**src/rtl/run_sequencer.sv**
```systemverilog
// run_sequencer: starts the CPU at a program address, counts cycles until it halts, then streams a window of data memory out.
// The optional RUN-state watchdog is enabled by defining RUN_TIMEOUT_EN.
module run_sequencer #(
    parameter int ADDR_WIDTH     = 8,
    parameter int DATA_WIDTH     = 8,
    parameter int START_CYCLES   = 2,
    parameter int TIMEOUT_CYCLES = 4096
) (
    input  logic                  f_clk,
    input  logic                  reset,
    input  logic                  go,
    input  logic [ADDR_WIDTH-1:0] prog_addr,
    input  logic [ADDR_WIDTH-1:0] dump_base,
    input  logic [ADDR_WIDTH-1:0] dump_len,
    output logic                  busy,
    output logic                  start,
    output logic [ADDR_WIDTH-1:0] start_addr,
    input  logic                  halt_i,
    output logic                  mem_rd,
    output logic [ADDR_WIDTH-1:0] mem_addr,
    input  logic [DATA_WIDTH-1:0] mem_q,
    output logic                  dout_valid,
    input  logic                  dout_ready,
    output logic [DATA_WIDTH-1:0] dout_data,
    output logic [ADDR_WIDTH-1:0] dout_addr,
    output logic                  dout_last,
    output logic                  done,
    output logic                  timeout,
    output logic [15:0]           cycle_count
);
`ifdef RUN_TIMEOUT_EN
    localparam bit TO_EN = 1'b1;
`else
    localparam bit TO_EN = 1'b0;
`endif
    localparam int SW = $clog2(START_CYCLES + 1);

    typedef enum logic [2:0] {IDLE, START, RUN, DUMP_RD, DUMP_WAIT, DUMP_OUT, DONE} state_t;

    state_t                state, state_nxt;
    logic [SW-1:0]         start_cnt;
    logic [ADDR_WIDTH-1:0] base, len, idx;
    logic                  is_last, start_end, timeout_hit;

    assign is_last     = idx == ADDR_WIDTH'(len - 1'b1);
    assign start_end   = start_cnt == SW'(START_CYCLES - 1);
    assign timeout_hit = TO_EN && cycle_count == 16'(TIMEOUT_CYCLES - 1);
    assign busy        = state != IDLE;
    assign start       = state == START;
    assign mem_rd      = state == DUMP_RD;
    assign mem_addr    = base + idx;
    assign dout_valid  = state == DUMP_OUT;
    assign dout_last   = dout_valid && is_last;
    assign done        = state == DONE;

    // next-state selection
    always_comb begin
        state_nxt = state;
        case (state)
            IDLE:      state_nxt = go ? START : IDLE;
            START:     state_nxt = start_end ? RUN : START;
            RUN:       state_nxt = halt_i ? (len == '0 ? DONE : DUMP_RD) : (timeout_hit ? DONE : RUN);
            DUMP_RD:   state_nxt = DUMP_WAIT;
            DUMP_WAIT: state_nxt = DUMP_OUT;
            DUMP_OUT:  state_nxt = dout_ready ? (is_last ? DONE : DUMP_RD) : DUMP_OUT;
            DONE:      state_nxt = IDLE;
            default:   state_nxt = IDLE;
        endcase
    end

    // state register
    always_ff @(posedge f_clk) begin
        if (reset) state <= IDLE;
        else       state <= state_nxt;
    end

    // captured run parameters, cycle counter, dump index and output word registers
    always_ff @(posedge f_clk) begin
        if (reset) begin
            start_cnt   <= '0;
            start_addr  <= '0;
            base        <= '0;
            len         <= '0;
            idx         <= '0;
            cycle_count <= '0;
            timeout     <= 1'b0;
            dout_data   <= '0;
            dout_addr   <= '0;
        end else begin
            if (state == IDLE && go) begin
                start_addr  <= prog_addr;
                base        <= dump_base;
                len         <= dump_len;
                idx         <= '0;
                start_cnt   <= '0;
                cycle_count <= '0;
                timeout     <= 1'b0;
            end
            if (state == START) start_cnt <= start_cnt + 1'b1;
            if (state == RUN && !halt_i) begin
                if (cycle_count != 16'hFFFF) cycle_count <= cycle_count + 16'd1;
                if (timeout_hit) timeout <= 1'b1;
            end
            if (state == DUMP_WAIT) begin
                dout_data <= mem_q;
                dout_addr <= mem_addr;
            end
            if (state == DUMP_OUT && dout_ready) idx <= idx + 1'b1;
        end
    end
endmodule

```
**config.mk**
```make
export PLATFORM = sky130hd
export DESIGN_NAME = run_sequencer
export DESIGN_NICKNAME = d
export VERILOG_FILES = /design/src/rtl/run_sequencer.sv
export SDC_FILE = /design/constraint.sdc
export NUM_CORES = 1
export LEC_CHECK = 0
export ABC_AREA = 1
export ABC_CLOCK_PERIOD_IN_PS = 3200
export CAP_MARGIN = 0
export CORE_ASPECT_RATIO = 0.9
export CORE_MARGIN = 2
export CORE_UTILIZATION = 40
export CTS_BUF_LIST = sky130_fd_sc_hd__clkbuf_16
export DETAILED_ROUTE_END_ITERATION = 8
export GPL_ROUTABILITY_DRIVEN = 1
export PLACE_DENSITY = 0.67
export SYNTH_ARGS = -nofsm -noshare
export SYNTH_HDL_FRONTEND = slang
export SYNTH_SLANG_ARGS = --single-unit
```
**constraint.sdc**
```tcl
create_clock -name f_clk -period 3.2 [get_ports f_clk]
set_input_delay 0.64 -clock f_clk [delete_from_list [all_inputs] [get_ports f_clk]]
set_output_delay 0.64 -clock f_clk [all_outputs]
set_load 0.02 [all_outputs]
```
[After elaboration in Yosys (flattened, before gate mapping)]
Index checks and enable logic that the tools add are counted.
Word-level totals
  register bits after elaboration: 69
  input bits: 37
  output and inout port bits: 55
  logic and storage cells: 47
Operators by class
  $add $sub $neg: 5
  eq/ne operators: 9
  muxes and demuxes: 14
  reduce and logical (&&, ||, !) cells: 10
Operator list (count)
  16-bit 2-to-1 mux: 3
  3-bit one-hot mux with 6 select lines: 1
  16-bit by 1-bit adder with 16-bit output, second input constant: 1
  8-bit 2-to-1 mux: 2
  16-bit != test, second input constant: 1
  3-bit 2-to-1 mux: 4
  3-bit equality test, second input constant: 3
  8-bit by 1-bit adder with 8-bit output, second input constant: 1
  8-bit adder: 1
  8-bit equality test: 1
  8-bit zero test: 1
  8-bit by 1-bit subtractor with 8-bit output, second input constant: 1
  3-bit by 2-bit equality test with 1-bit output, second input constant: 2
  2-bit 2-to-1 mux: 3
  1-bit logical AND: 4
  2-bit nonzero test: 2
  3-bit by 1-bit equality test with 1-bit output, second input constant: 1
  3-bit zero test: 1
  3-bit nonzero test: 1
  2-bit by 1-bit adder with 2-bit output, second input constant: 1
  2-bit by 1-bit equality test with 1-bit output, second input constant: 1
  1-bit zero test: 1
  1-bit 2-to-1 mux: 1

[Depth between registers and ports, before layout]
  depth in word-level cells: 5
  gate-level depth with buffers: 12

[Least setup slack after synthesis]
Ideal clock, no wire load.
  path type: register -> output
  start: register idx[0]
  end: output mem_addr[6]
  arrival: 1.651 ns
  path slack: 0.909 ns
  cell stages (with the launch flop): 8
  cell sequence: dfxtp_1 > ha_1 > inv_1 > fa_1 > inv_1 > nand4_1 > nand3_1 > xor2_1
On the way
  longest elaborated chain between the ends: 1
RTL lines
  start, declared: line 42  | logic [ADDR_WIDTH-1:0] base, len, idx;
  start signal, assigned: line 108  | if (state == DUMP_OUT && dout_ready) idx <= idx + 1'b1;
  8-bit adder: line 51  | assign mem_addr = base + idx;
  end, declared: line 20  | output logic [ADDR_WIDTH-1:0] mem_addr,
No other way between the ends.

[Worst setup path after layout]
  start: register idx[2]
  end: output mem_addr[7]
Same word-level chain as after synthesis.

==> results by group <==
Placement
  – Placed Instance Area: between 4000 and 5000 sq um
  – Hpwl dp: roughly 7400 microns
  – Gpl congestion: 0.881
  – IO buf count: 90

Finish
  – Nets: 687
  – Share of cells above drive strength 1: 5.76%
  – Antenna Cells: 0
  – Syn-to-layout area delta: 36.5%
  – Filler Cells Inserted: between 800 and 900
  – Cell area after layout: 5030 sq um

Critical path
  – Worst setup EP type: output pin
  – Worst EP arrival: 2.40 ns
  – Worst Path Max Fanout: 8
  – Startpoint types: register
  – CP required: 2.56 ns
  – Critical path class: reg2out

Synthesis
  – Yosys cell types: 35
  – Async SR Flop Fraction: 0%
  – Synth top area cells: dfxtp_1 37%, nand2_1 9.4%, inv_1 8.2%
  – Mapped cell area: 3690 sq um
  – Synthesized flop and latch total: 69
  – Net Count, Synth: 598
  – Syn Inst Count: ~550
  – Yosys Warn Count: 0
  – Number of synthesized flops with an enable pin: 0
  – Post-Syn Area per Cell: 6.73 sq um
  – Top FF cell, synth: dfxtp_1
  – Post-synthesis sequential area ratio: 37.4%
  – Yosys top cell area share: 37.4%
  – Yosys top cell by area: dfxtp_1

Global route
  – Initial antenna violation count: 0
  – GRT Total Usage: between 20% and 30%
  – Pin count of the biggest net entering global routing: 29
  – Vias in the first global route: around 3700
  – Grt ovf: 0
  – First-pass GRT wire length: 16800 microns

Pwr
  – VDD IR max: 0.322 mV
  – Pwr Total: 2.46 mW
  – Ratio of total power to cell area: 488 nW/um^2
  – Leak: roughly 2.2 nW

Clock tree
  – Clock transition at path regs: 0.06 ns
  – Hold_buf cts: 0
  – Sink Count: just under 70
  – CTS Buf Count: 9
  – H-tree Lvls: 3
  – CTS tree: yes
  – Clk Latency, worst-skew pair: ~0.33 ns
  – Clk root buf: clkbuf_16
  – Clk buf depth: 2

STA
  – Hold Fails Final Rpt: 0
  – RSZ-0062 raised after global routing: no
  – Final Setup Violations: 0
  – Fin. max-slew vios: 0
  – Fin crit share: about 95%
  – Fmax: 0.328 GHz
  – Setup tns final: 0 ns
  – Final setup skew: about 0.0094 ns
  – Final min period: 3.04 ns
  – Relative slew slack: ~65%
  – Slew @ Worst Pin: 0.527 ns

Routing
  – WL/cell: 13.0 microns
  – DR pass1 iterations: 4
  – Number of remaining DRC errors: 0
  – ANT nets after route: 0
  – DR vias: 3823
  – DR iter-0 viols: slightly below 200
  – Total Routed Length: 9970 microns
  – Drt via density: 5.00

Die
  – Num ports: 92
  – Std-Cell Core Area: 9040 sq um
  – Starting density of the core: between 40% and 50%
  – Die width: 105 microns
  – Die height: approximately 95 microns
  – Row cnt: 33
  – Die area: around 10000 sq um

Status
  – Status: completed

Min path
  – HP Class: reg2reg

Job
  – MaxCap Viol Count: 0
-- worst max-delay path, cell delays in order, from the launching register on --
cell and delay, ns:
dfxtp_1 0.47, ha_1 0.36, nand2_1 0.14, nand3_1 0.17
nand4_1 0.13, nand3b_1 0.09, nand2_1 0.11, clkdlybuf4s50_1 0.62
-- final cells by class --
class                      instances  area [sq um]  share of cell area, %
multi-input combinational        378          1910                   38.0
sequential                        69          1380                   27.4
timing repair buffer              97           956                   19.0
inverter                          82           308                   6.11
clock buffer                       9           225                   4.47
tap                              122           153                   3.03
clock inverter                     7          97.6                   1.94
-- synthesized netlist by cell type (3+ instances only) --
| cell type | n |
|---|---|
| a21oi_1 | 54 |
| nand3b_1 | 3 |
| nor2_1 | 78 |
| xnor2_1 | 4 |
| nand4_1 | 9 |
| nor3_1 | 5 |
| nand3_1 | 35 |
| nand2_1 | 92 |
| buf_2 | 6 |
| xor2_1 | 8 |
| dfxtp_1 | 69 |
| ha_1 | 12 |
| o21ai_0 | 55 |
| inv_1 | 81 |
| nor2_2 | 3 |
| clkbuf_1 | 9 |
-- layer usage --
layer | up-vias | track usage [%] | share of wire (%)
met5 | - | 0 | 0
met4 | 0 | 6.33 | 1.3
met3 | 14 | 7.45 | 7.7
met2 | 115 | 36.0 | 46
met1 | 1748 | 24.4 | 45
li1 | 1946 | - | -
-- kinds of logic (layout without fill, tap and decap cells) --
kind of cell | after synthesis | after routing | share of synthesized area [%]
and+or+nand+nor | 234 | 234 | 27.6
buffers and inverters | 101 | 195 | 10.8
DFF | 69 | 69 | 37.4
AOI/OAI and AO/OA | 118 | 118 | 16.6
xor gates and xnor gates | 12 | 12 | 2.85
other | 1 | 1 | 0.102
adders and majority gates | 13 | 13 | 4.61
-- sequential cells by signal, indices dropped and copies added (netlist names) --
name / count
cycle_count: 16
base: 8
dout_addr: 8
dout_data: 8
idx: 8
len: 8
start_addr: 8
state: 3
start_cnt: 2
-- where the power goes --
part / switching, mW / internal, mW / leakage (nW)
registers: 0.0325 / 0.907 / 0.562
logic: 0.259 / 0.185 / 1.50
clock network: 0.388 / 0.685 / 0.152
total: 0.680 / 1.78 / 2.22
-- final timing paths --
| kind | from | slack (ns) | to | cells past startpoint |
|---|---|---|---|---|
| worst max-delay path | idx[2]$_SDFFE_PP0P_ | 0.16 | mem_addr[7] | 7 |
| worst max register to register | idx[0]$_SDFFE_PP0P_ | 1.28 | dout_addr[6]$_SDFFE_PP0N_ | 9 |
| worst min register to register | start_addr[2]$_SDFFE_PP0P_ | 0.44 | start_addr[2]$_SDFFE_PP0P_ | 2 |
| worst min-delay path | start_addr[2]$_SDFFE_PP0P_ | 0.44 | start_addr[2]$_SDFFE_PP0P_ | 2 |
-- placed cells by master, fill, tap and decap left out, drive strengths merged --
master | Yosys | layout
fa | 1 | 1
a221oi | 2 | 2
o22ai | 1 | 1
dfxtp | 69 | 69
o21bai | 1 | 1
clkinv | 0 | 2
nor3 | 8 | 8
buf | 10 | 7
clkdlybuf4s50 | 0 | 86
nand4 | 9 | 9
o21a | 1 | 1
xnor2 | 4 | 4
a21oi | 54 | 54
nand3 | 37 | 37
or2 | 2 | 2
a211oi | 1 | 1
o211ai | 1 | 1
nand2 | 94 | 94
conb | 1 | 1
bufinv | 0 | 2
a21o | 1 | 1
nor2 | 81 | 81
a31oi | 1 | 1
clkinvlp | 0 | 2
ha | 12 | 12
inv | 82 | 83
xor2 | 8 | 8
clkbuf | 9 | 9
o21ai | 55 | 55
nand3b | 3 | 3
dlymetal6s2s | 0 | 2
dlygate4sd2 | 0 | 2
-- timing repair --
item	4_1_cts	5_1_grt
resized for setup	2	2
cloned	0	0
setup endpoints to repair	2	2
endpoints found under the hold margin	0	0
buffers inserted	0	0
-- stage by stage --
step,util (%),worst slack (ns),instances,hold WS (ns)
finish,55.7,0.155,764,0.442
global route,55.7,0.0158,764,0.468
CTS,55.6,0.0766,764,0.444
detailed placement,52.1,0.303,748,0.436
global placement,52.1,0.378,748,0.431
floorplan,-,0.909,548,0.427
No activity file was read; power rests on OpenSTA's default activity.
